--- config.mk ---
export PLATFORM = sky130hd
export DESIGN_NAME = rsp_s2_prep_pack
export DESIGN_NICKNAME = d
export VERILOG_FILES = /design/src/rtl/rsp_s2_prep_pack.sv
export SDC_FILE = /design/constraint.sdc
export NUM_CORES = 1
export LEC_CHECK = 0
export CAP_MARGIN = 20
export CORE_MARGIN = 2
export CORE_UTILIZATION = 35
export CTS_BUF_LIST = sky130_fd_sc_hd__clkbuf_4 sky130_fd_sc_hd__clkbuf_8 sky130_fd_sc_hd__clkbuf_16
export CTS_CLUSTER_SIZE = 14
export DETAILED_ROUTE_END_ITERATION = 12
export PLACE_DENSITY = 0.54
export SLEW_MARGIN = 20
export SYNTH_ARGS = -nofsm -noshare
export SYNTH_HDL_FRONTEND = slang
export SYNTH_SLANG_ARGS = --single-unit
--- constraint.sdc ---
create_clock -name clk -period 3.4 [get_ports clk]
set_input_delay 0.68 -clock clk [delete_from_list [all_inputs] [get_ports clk]]
set_output_delay 0.68 -clock clk [all_outputs]
set_load 0.005 [all_outputs]
--- src/rtl/rsp_s2_prep_pack.sv ---
// rsp_s2_prep_pack: packs LANES narrow samples from a valid/ready stream into
// one wide word and pushes it into the downstream FWFT FIFO.
// Word layout on fifo_din: {last, lane_cnt_m1, data}, lane 0 in the LSBs.
// An accumulator fills the next word while a one-entry output stage waits on
// the FIFO, so one completed word can be absorbed while the FIFO is full.
module rsp_s2_prep_pack #(
   parameter int IN_WIDTH   = 32,
   parameter int LANES      = 4,
   parameter int OUT_WIDTH  = IN_WIDTH * LANES,
   parameter int LANE_BITS  = $clog2(LANES),
   parameter int FIFO_WIDTH = OUT_WIDTH + LANE_BITS + 1
) (
   input  logic                  clk,
   input  logic                  rst,
   input  logic                  in_valid,
   input  logic [IN_WIDTH-1:0]   in_data,
   input  logic                  in_last,
   output logic                  in_ready,
   output logic                  fifo_push,
   output logic [FIFO_WIDTH-1:0] fifo_din,
   input  logic                  fifo_full,
   output logic [15:0]           word_count,
   output logic [15:0]           frame_count
);

   logic [OUT_WIDTH-1:0]  acc_data;
   logic [OUT_WIDTH-1:0]  acc_data_nxt;
   logic [LANE_BITS-1:0]  acc_cnt;
   logic [LANE_BITS-1:0]  acc_lcnt;
   logic                  acc_last;
   logic                  acc_done;
   logic                  out_vld;
   logic [FIFO_WIDTH-1:0] out_word;
   logic                  accept;
   logic                  complete;
   logic                  xfer;

   assign fifo_push = out_vld && !fifo_full;
   assign xfer      = acc_done && (!out_vld || fifo_push);
   // Anything accepted while rst is high is discarded by the reset itself.
   assign in_ready  = rst || !acc_done || xfer;
   assign accept    = in_valid && in_ready;
   assign complete  = accept && (in_last || (acc_cnt == LANE_BITS'(LANES - 1)));
   assign fifo_din  = out_word;

   // Next accumulator contents: start from zero on lane 0 so unused lanes of a
   // short word stay zero, then drop the incoming sample into its lane.
   always_comb begin
      acc_data_nxt = (acc_cnt == '0) ? '0 : acc_data;
      for (int unsigned l = 0; l < LANES; l++) begin
         if (acc_cnt == LANE_BITS'(l)) begin
            acc_data_nxt[l*IN_WIDTH +: IN_WIDTH] = in_data;
         end
      end
   end

   // Accumulator: fill lanes, mark the word done on the last lane or in_last,
   // hold it until the output stage takes it.
   always_ff @(posedge clk) begin
      if (rst) begin
         acc_data <= '0;
         acc_cnt  <= '0;
         acc_lcnt <= '0;
         acc_last <= 1'b0;
         acc_done <= 1'b0;
      end else begin
         if (accept) begin
            acc_data <= acc_data_nxt;
            acc_cnt  <= complete ? '0 : acc_cnt + LANE_BITS'(1);
         end
         if (complete) begin
            acc_done <= 1'b1;
            acc_last <= in_last;
            acc_lcnt <= acc_cnt;
         end else if (xfer) begin
            acc_done <= 1'b0;
         end
      end
   end

   // Output stage: reload on transfer (same cycle as a push gives no bubble),
   // otherwise empty after the FIFO accepts the word.
   always_ff @(posedge clk) begin
      if (rst) begin
         out_vld  <= 1'b0;
         out_word <= '0;
      end else if (xfer) begin
         out_vld  <= 1'b1;
         out_word <= {acc_last, acc_lcnt, acc_data};
      end else if (fifo_push) begin
         out_vld  <= 1'b0;
      end
   end

   // Statistics: words pushed and frame-ending words pushed, both wrapping.
   always_ff @(posedge clk) begin
      if (rst) begin
         word_count  <= '0;
         frame_count <= '0;
      end else if (fifo_push) begin
         word_count <= word_count + 16'd1;
         if (out_word[FIFO_WIDTH-1]) begin
            frame_count <= frame_count + 16'd1;
         end
      end
   end

endmodule

==> impl_metrics.tcl, run 1 <==
set metrics [dict create \
    critPathCaptureType "primary output" \
    arrival_ns 2.20 \
    ys_warn_count 0 \
    vias_per_cell 4.94 \
    stdcell_area_um2 14100 \
    internal_power_uw 5880 \
    cts.root.buffer_cell "clkbuf_16" \
    antenna_found_initial 0 \
    ant_nets 0 \
    slew_headroom_pct 28.1 \
    insertion_delay_ns 0.50 \
    num-fill-cells 2971 \
    htreeDepth 2 \
    fmax_mhz 347 \
    p_leak_uw 0.00475 \
    path_delay_family "buffers and inverters" \
    synth.distinct_cells 41 \
    drive_gt1_share_pct 6.55 \
    swShare_pct 22.4 \
    core_region_area_um2 29800 \
    syn2layout_area_growth_pct 31.9 \
    dpl_worst_slack_ns 0.520 \
    crit_slowest_cell "clkdlybuf4s50_1" \
    setup_violations 0 \
    finalSetupTns_ns 0 \
    grt_pass1_wl_um 46100 \
    rows 63 \
    cp_common_cell "clkdlybuf4s50_1" \
    wirelength_um 29300 \
    combPwrFrac_pct 5.0 \
    ir_worst_vdd_mv 0.371 \
    drc 0 \
    die_y_um 179 \
    slew_violations 0 \
    min_period_ns 2.88 \
    power_density_nw_per_um2 538 \
    hold_path.class "flip-flop to flip-flop" \
    synth-seq-area-share_pct 55.9 \
    finalHoldViolations 0 \
    clk_pin_slew_ns 0.06 \
    grt_pass1_vias 8583 \
    cp-start-kind "input pin" \
    port_buffers 201 \
    fin_nets 1470 \
    skew_ns 0.0101 \
    start_util_pct 35.8 \
    vias 9098 \
    cp_cell_sequence "clkdlybuf4s50_1 > and4b_2 > inv_2 > clkdlybuf4s50_1" \
    synth_edf_count 0 \
    p_switching_uw 1690 \
    num_antenna_cells 0 \
    max_stage_delay_ns 0.58 \
    critPathKind "input pin to primary output" \
    grt-ovfl-total 0 \
    routedWlPerCell_um 15.9 \
    postLayoutCoreUtil_pct 47.2 \
    drv_cap 0 \
    sequentialPowerShare_pct 47.0 \
    cts.sinks 298 \
    clockBufferDepth 3 \
    hpwl_um 17700 \
    gp_routability_congestion 0.723 \
    tightest_slew_ns 1.08 \
    outcome "finished clean" \
    worst_slack_ns 0.521 \
    hold_buffers 0 \
    cts_setup_buffers 0 \
    grt_max_degree 132 \
    grt_usage_pct 18.0 \
    first_pass_iters 5 \
    ys_ff_latch 298 \
    ys_async_sr_fraction_pct 0 \
    rsz0062_at_grt "no" \
    syn_nets 1322 \
    die_area_um2 31900 \
    min_period_over_period_pct 84.7 \
    ios 202 \
    cp_num_buf_inv 3 \
    numCtsBuffers 34 \
    drt-initial-drc-count 481 \
    placed_area_um2 12900 \
    synth_area_um2 10700 \
    pwr-share-clk_pct 48.0 \
    ctsResizeCount 0 \
    ys.flop_type "dfxtp_1" \
    synth_area_per_cell_um2 8.34 \
    die_w_um 179 \
    crit_required_ns 2.72 \
    cts_tree "built" \
    crit_fanout 13 \
    synthCells 1279 \
]
-- cells by family (layout without fill, tap and decap cells) --
family / Yosys count / after routing / synth area share, %
buffers and inverters: 109 / 280 / 4.51
multiplexers: 4 / 4 / 0.387
flip-flops: 298 / 298 / 55.9
AND/OR/NAND/NOR: 559 / 559 / 21.7
XOR/XNOR: 22 / 22 / 1.81
AO/OA/AOI/OAI: 281 / 281 / 14.9
adder cells (fa/ha/maj): 6 / 6 / 0.703
-- metal layers --
metal | vias up | track usage (%) | routed length [µm]
li1 | 4560 | - | -
met1 | 4313 | 24.5 | 13900
met2 | 191 | 29.3 | 13400
met3 | 34 | 3.11 | 1350
met4 | 0 | 5.45 | 617
met5 | - | 0 | 0
-- worst reg2reg max path: cells and delay by family (launching register included) --
kind	cells	cell delay, ns
buffers and inverters	1	0.22
AND/OR/NAND/NOR	3	1.23
AO/OA/AOI/OAI	1	0.16
flip-flops	1	0.39
-- power by group through the flow --
stage                     clock network [µW]  logic [µW]  registers, µW
after floorplan                            0         206           3630
after global placement                     0         370           3640
after detailed placement                   0         372           3640
after CTS                               3740         373           3560
after global routing                    3880         414           3560
final                                   3630         379           3560
-- synth_stat cells (2+ instances only) --
cell	instances	area share (%)
buf_4	6	0.42
nor3_1	4	0.19
o211ai_2	2	0.23
nand3_1	42	2.0
clkbuf_1	56	2.0
nor4_1	5	0.29
nor2_1	95	3.3
or3_2	3	0.21
xor2_1	10	0.82
inv_1	6	0.21
buf_2	34	1.6
ha_1	6	0.70
xnor2_1	12	0.98
o31ai_1	2	0.14
nand4_1	10	0.59
and4b_2	3	0.32
a21oi_1	206	9.7
and3_1	6	0.35
or3_1	5	0.29
nand2_1	374	13
and4_1	2	0.16
buf_1	5	0.18
a22oi_1	64	4.5
mux2i_1	3	0.28
dfxtp_1	298	56
o21ai_0	5	0.23
-- path summary, 6_finish.rpt --
kind,from,to,slack (ns),cells past startpoint
worst min register to register,acc_data[53],fifo_din[53],0.45,2
worst max-delay path,fifo_full,in_ready,0.52,4
worst min-delay path,acc_data[53],fifo_din[53],0.45,2
worst max register to register,out_vld,acc_data[13],1.32,5
-- sequential cells by signal, indices dropped and copies added (netlist names) --
register	flops
out_vld	1
acc_done	1
acc_lcnt	2
word_count	16
fifo_din	131
acc_last	1
frame_count	16
acc_cnt	2
acc_data	128
-- cell type report --
cell class                      instances  area (µm²)  share of cell area (%)
Clock buffer                           45         963                    6.85
Clock inverter                         14         154                    1.09
Sequential cell                       298        5970                    42.4
Inverter                                7        26.3                   0.187
Multi-Input combinational cell        872        4270                    30.3
Tap cell                              390         488                    3.47
Timing Repair Buffer                  214        2200                    15.7
-- metrics by stage --
stage	hold slack, ns	std cells	power [µW]
2_1_floorplan	0.432	1279	3840
3_3_place_gp	0.436	1779	4010
6_report	0.447	1840	7570
5_1_grt	0.468	1840	7860
3_5_place_dp	0.441	1779	4010
4_1_cts	0.450	1838	7680
-- layout by cell type (no fill, tap or decap), types with 6 or more instances in the layout --
master,count
a21oi_1,206
a22oi_1,64
buf_4,7
clkbuf_16,35
clkbuf_4,8
clkdlybuf4s50_1,200
clkinv_2,8
dfxtp_1,298
inv_1,6
nand2_1,373
nand3_1,41
nand4_1,10
nor2_1,95
xnor2_1,12
xor2_1,10
Power figures use the tool's default switching activity.
==> run 2, diff against run 1 <==
--- a/config.mk
+++ b/config.mk
@@ -11,7 +11,7 @@
 export CTS_BUF_LIST = sky130_fd_sc_hd__clkbuf_4 sky130_fd_sc_hd__clkbuf_8 sky130_fd_sc_hd__clkbuf_16
 export CTS_CLUSTER_SIZE = 14
 export DETAILED_ROUTE_END_ITERATION = 12
-export PLACE_DENSITY = 0.54
+export PLACE_DENSITY = 0.57
 export SLEW_MARGIN = 20
 export SYNTH_ARGS = -nofsm -noshare
 export SYNTH_HDL_FRONTEND = slang
==> constraint.sdc (replaced) <==
create_clock -name clk -period 2.4 [get_ports clk]
set_input_delay 0.48 -clock clk [delete_from_list [all_inputs] [get_ports clk]]
set_output_delay 0.48 -clock clk [all_outputs]
set_load 0.005 [all_outputs]
==> run 2 against run 1 <==
Clock power up 43%. Via count increased by 1.6%. Wire length is 0.56% higher. Total power grew 43%. Clock skew is 0.0011 ns lower. Non-clock buffer count up 17. Core utilization up 0.85 points. Worst hold slack about the same. Sequential power increased by 42%. Die area did not move. Global-route usage hardly changed. Critical endpoint unchanged. Largest power group unchanged. Highest routed layer unchanged.
==> impl_metrics.tcl, run 2 (same netlist as run 1, synthesis figures left out) <==
set metrics [dict create \
    num_antenna_cells 0 \
    pwr-share-clk_pct 48.1 \
    syn2layout_area_growth_pct 34.2 \
    htreeDepth 1 \
    hold_buffers 0 \
    reg2reg_slack_ns 0.45 \
    grt-ovfl-total 0 \
    ir_worst_vdd_mv 0.530 \
    min_path_cells 2 \
    drive_gt1_share_pct 7.58 \
    combPwrFrac_pct 5.2 \
    critPathCaptureType "primary output" \
    cts_setup_buffers 0 \
    sequentialPowerShare_pct 46.7 \
    tightest_slew_ns 0.723 \
    power_density_nw_per_um2 754 \
    swShare_pct 21.8 \
    arrival_ns 1.78 \
    cts.root.buffer_cell "clkbuf_16" \
    stdcell_area_um2 14300 \
    hpwl_um 18600 \
    port_buffers 201 \
    ctsResizeCount 0 \
    p_switching_uw 2360 \
    die_y_um 179 \
    start_util_pct 35.8 \
    r2r_end "acc_data[102]" \
    min_from "acc_data[56]" \
    cts_tree "built" \
    finalHoldViolations 0 \
    placed_area_um2 13200 \
    rsz0062_at_grt "no" \
    setup_violations 0 \
    drt-initial-drc-count 564 \
    cp-start-kind "input pin" \
    hold_path.class "flip-flop to flip-flop" \
    largest_reg_flops 131 \
    cts.sinks 298 \
    die_w_um 179 \
    drc 0 \
    slew_headroom_pct 51.8 \
    core_region_area_um2 29800 \
    final_common_cell "nand2_1" \
    min_period_ns 2.26 \
    grt_usage_pct 18.1 \
    outcome "finished clean" \
    clockBufferDepth 3 \
    register_area_um2 5970 \
    skew_ns 0.00905 \
    numCtsBuffers 31 \
    grt_pass1_vias 8759 \
    crit_fanout 3 \
    final_cell_mix "nand2_1 (373), dfxtp_1 (297), a21oi_1 (206)" \
    drv_cap 0 \
    critPathKind "input pin to primary output" \
    hold_end "fifo_din[56]" \
    p_leak_uw 0.00487 \
    clk_pin_slew_ns 0.06 \
    wirelength_um 29500 \
    internal_power_uw 8440 \
    crit_required_ns 1.92 \
    ios 202 \
    worst_r2r_startpoint "acc_cnt[0]" \
    min_period_over_period_pct 94.2 \
    die_area_um2 31900 \
    insertion_delay_ns 0.55 \
    fin_nets 1484 \
    finalSetupTns_ns 0 \
    grt_max_degree 158 \
    antenna_found_initial 0 \
    multiInputGateArea_um2 4270 \
    first_pass_iters 5 \
    vias_per_cell 4.99 \
    ant_nets 0 \
    rows 63 \
    gp_routability_congestion 0.752 \
    slew_violations 0 \
    ff2ff_path_depth 6 \
    fmax_mhz 442 \
    grt_pass1_wl_um 46800 \
    routedWlPerCell_um 15.9 \
    num-fill-cells 2912 \
    vias 9248 \
]
==> run 2: layer usage <==
layer,track usage (%),part of all wire [%],vias to the layer above
met5,0,0,-
li1,-,-,4586
met3,2.88,5.1,40
met4,4.03,2.1,0
met1,24.1,46,4403
met2,30.8,47,219
==> run 2: layout make-up <==
class                           count  share of cell area, %
Timing Repair Buffer              231                   17.0
Tap cell                          390                   3.41
Clock inverter                     13                   1.37
Multi-Input combinational cell    872                   29.8
Clock buffer                       44                   6.53
Sequential cell                   298                   41.7
Inverter                            7                  0.183
==> run 2: worst max-delay path by stage <==
stage	end	slack, ns	startpoint	depth (start not counted)
floorplan	acc_data[100]	0.74	acc_cnt[0]	7
global placement	frame_count[15]	0.05	fifo_full	6
detailed placement	frame_count[15]	0.03	fifo_full	6
CTS	in_ready	0.01	out_vld	3
global route	in_ready	0.09	fifo_full	4
finish	in_ready	0.14	fifo_full	4
==> run 2: worst max-delay path: stages <==
cell             delay (ns)
clkdlybuf4s50_1        0.47
and4b_2                0.26
inv_2                  0.08
clkdlybuf4s50_1        0.50
==> run 2: power by group through the flow <==
stage               clock [µW]  combinational [µW]  sequential (µW)
floorplan                    0                 292             5150
global placement             0                 571             5150
detailed placement           0                 575             5150
CTS                       5330                 575             5040
global route              5520                 618             5050
finish                    5190                 567             5040
==> run 2: stage by stage <==
stage,total power (µW),hold WS [ns],util [%],setup WS [ns],instances
3_3_place_gp,5720,0.435,44.3,0.0539,1798
4_1_cts,11000,0.448,48.1,0.0141,1855
5_1_grt,11200,0.459,48.1,0.0940,1855
2_1_floorplan,5440,0.432,-,0.742,1279
6_report,10800,0.447,48.1,0.139,1855
3_5_place_dp,5730,0.443,44.3,0.0296,1798
==> run 3, diff against run 2 <==
--- a/config.mk
+++ b/config.mk
@@ -11,6 +11,7 @@
 export CTS_BUF_LIST = sky130_fd_sc_hd__clkbuf_4 sky130_fd_sc_hd__clkbuf_8 sky130_fd_sc_hd__clkbuf_16
 export CTS_CLUSTER_SIZE = 14
 export DETAILED_ROUTE_END_ITERATION = 12
+export GPL_TIMING_DRIVEN = 0
 export PLACE_DENSITY = 0.57
 export SLEW_MARGIN = 20
 export SYNTH_ARGS = -nofsm -noshare
==> run 3 against run 2 <==
Final area fell by 0.17%. Die area stayed put. Maximum frequency down 3.6%. Total power down 1.3%. Register-to-register slack worse by 0.15 ns. Worst setup slack got worse by 0.084 ns. Critical path depth increased by 1. Cell count rose by 4.2%. Critical path type is now flip-flop to primary output. Critical endpoint unchanged.
==> impl_metrics.tcl, run 3 (same netlist as run 1, synthesis figures left out) <==
set metrics [dict create \
    outcome "finished clean" \
    critPathKind "flip-flop to primary output" \
    ir_worst_vdd_mv 0.408 \
    rsz0062_at_grt "no" \
    cts.sinks 298 \
    grt_max_degree 14 \
    critPathCaptureType "primary output" \
    cp-start-kind "flip-flop" \
    setup_violations 0 \
    wl_met1_um 15500 \
    arrival_ns 1.87 \
    fmax_mhz 426 \
    hold_path.class "input pin to flip-flop" \
    drv_cap 0 \
    wl_met3_um 1530 \
    final_cell_mix "nand2_1 (374), dfxtp_1 (298), a21oi_1 (206)" \
    die_y_um 179 \
    crit_required_ns 1.92 \
    gp_routability_congestion 0.796 \
    skew_ns 0.0228 \
    tightest_slew_ns 0.705 \
    insertion_delay_ns 0.51 \
    slew_violations 0 \
    start_util_pct 35.8 \
    p_leak_uw 0.00494 \
    numCtsBuffers 34 \
    port_buffers 201 \
    largest_reg_flops 131 \
    clockBufferDepth 3 \
    syn2layout_area_growth_pct 34.0 \
    cp_cell_sequence "buf_4 > and4b_2 > inv_2 > buf_6 > clkdlybuf4s50_1" \
    min_period_ns 2.35 \
    placed_area_um2 13200 \
    htreeDepth 2 \
    core_region_area_um2 29800 \
    num_antenna_cells 0 \
    drive_gt1_share_pct 7.91 \
    path_delay_family "buffers and inverters" \
    slew_headroom_pct 53.0 \
    min_period_over_period_pct 97.7 \
    first_pass_iters 5 \
    dpl_worst_slack_ns -0.517 \
    cp_num_buf_inv 4 \
    routedWlPerCell_um 17.1 \
    cts.root.buffer_cell "clkbuf_16" \
    die_w_um 179 \
    vias_per_cell 4.93 \
    drc 0 \
    grt_pass1_vias 8782 \
    rows 63 \
    wl_met2_um 15400 \
    grt-ovfl-total 0 \
    dp.cells 1870 \
    hpwl_um 23700 \
    hold_ws_ns 0.412 \
    power_density_nw_per_um2 746 \
    crit_slowest_cell "clkdlybuf4s50_1" \
    cts_tree "built" \
    final_common_cell "nand2_1" \
    hold_buffers 0 \
    worst_slack_ns 0.0547 \
    fin_nets 1562 \
    drt-initial-drc-count 591 \
    antenna_found_initial 1 \
    stdcell_area_um2 14300 \
    finalHoldViolations 0 \
    routed.top_layer "met5" \
    wirelength_um 33100 \
    ios 202 \
    die_area_um2 31900 \
    crit_fanout 9 \
    ant_nets 0 \
    max_stage_delay_ns 0.50 \
    grt_usage_pct 20.2 \
    fin_cells 1932 \
    clk_pin_slew_ns 0.05 \
    vias 9530 \
    grt_pass1_wl_um 49600 \
]
run 3: metrics by stage:
stage / setup TNS (ns) / power [µW] / util [%]
2_1_floorplan: 0 / 5440 / -
3_3_place_gp: -92.56 / 5720 / 44.2
3_5_place_dp: -90.19 / 5730 / 44.2
4_1_cts: 0 / 10800 / 47.9
5_1_grt: 0 / 11000 / 48.0
6_report: 0 / 10700 / 48.0
run 3: worst reg2reg max path, delay by kind of cell (launching register included):
family,cells,cell delay (ns)
buffers and inverters,4,1.27
and+or+nand+nor,3,0.33
DFF,1,0.29
AOI/OAI and AO/OA,1,0.13
run 3: layer usage:
layer / up-vias / GRT usage, %
met1: 4549 / 27.8
met2: 201 / 32.7
li1: 4741 / -
met3: 37 / 3.52
met5: - / 0
met4: 2 / 5.52
run 3: report_power, final:
group | switching (µW) | internal (µW)
combinational | 402 | 171
clock | 2010 | 3030
sequential | 35.3 | 5010
total | 2450 | 8210
run 3: repair_timing:
| action | CTS | global route |
|---|---|---|
| endpoints found under the setup margin | 2 | 71 |
| gates resized for setup | 2 | 7 |
| buffers inserted | 2 | 2 |
run 3: layout make-up:
class	instances	area, µm²
repair buffers	205	2040
inverters	7	26.3
clock buffers	47	1000
multi-input cells	872	4220
well taps	390	488
clock inverters	12	91.3
fillers	2968	15500
flip-flops and latches	298	5970
plain buffers	101	459
run 3: path summary, 6_finish.rpt:
path | endpoint | slack, ns | cells past startpoint | start
max reg2reg | fifo_din[63] | 0.30 | 8 | out_vld
min reg2reg | fifo_din[130] | 0.44 | 2 | acc_last
min | word_count[15] | 0.41 | 3 | rst
max | in_ready | 0.05 | 5 | out_vld
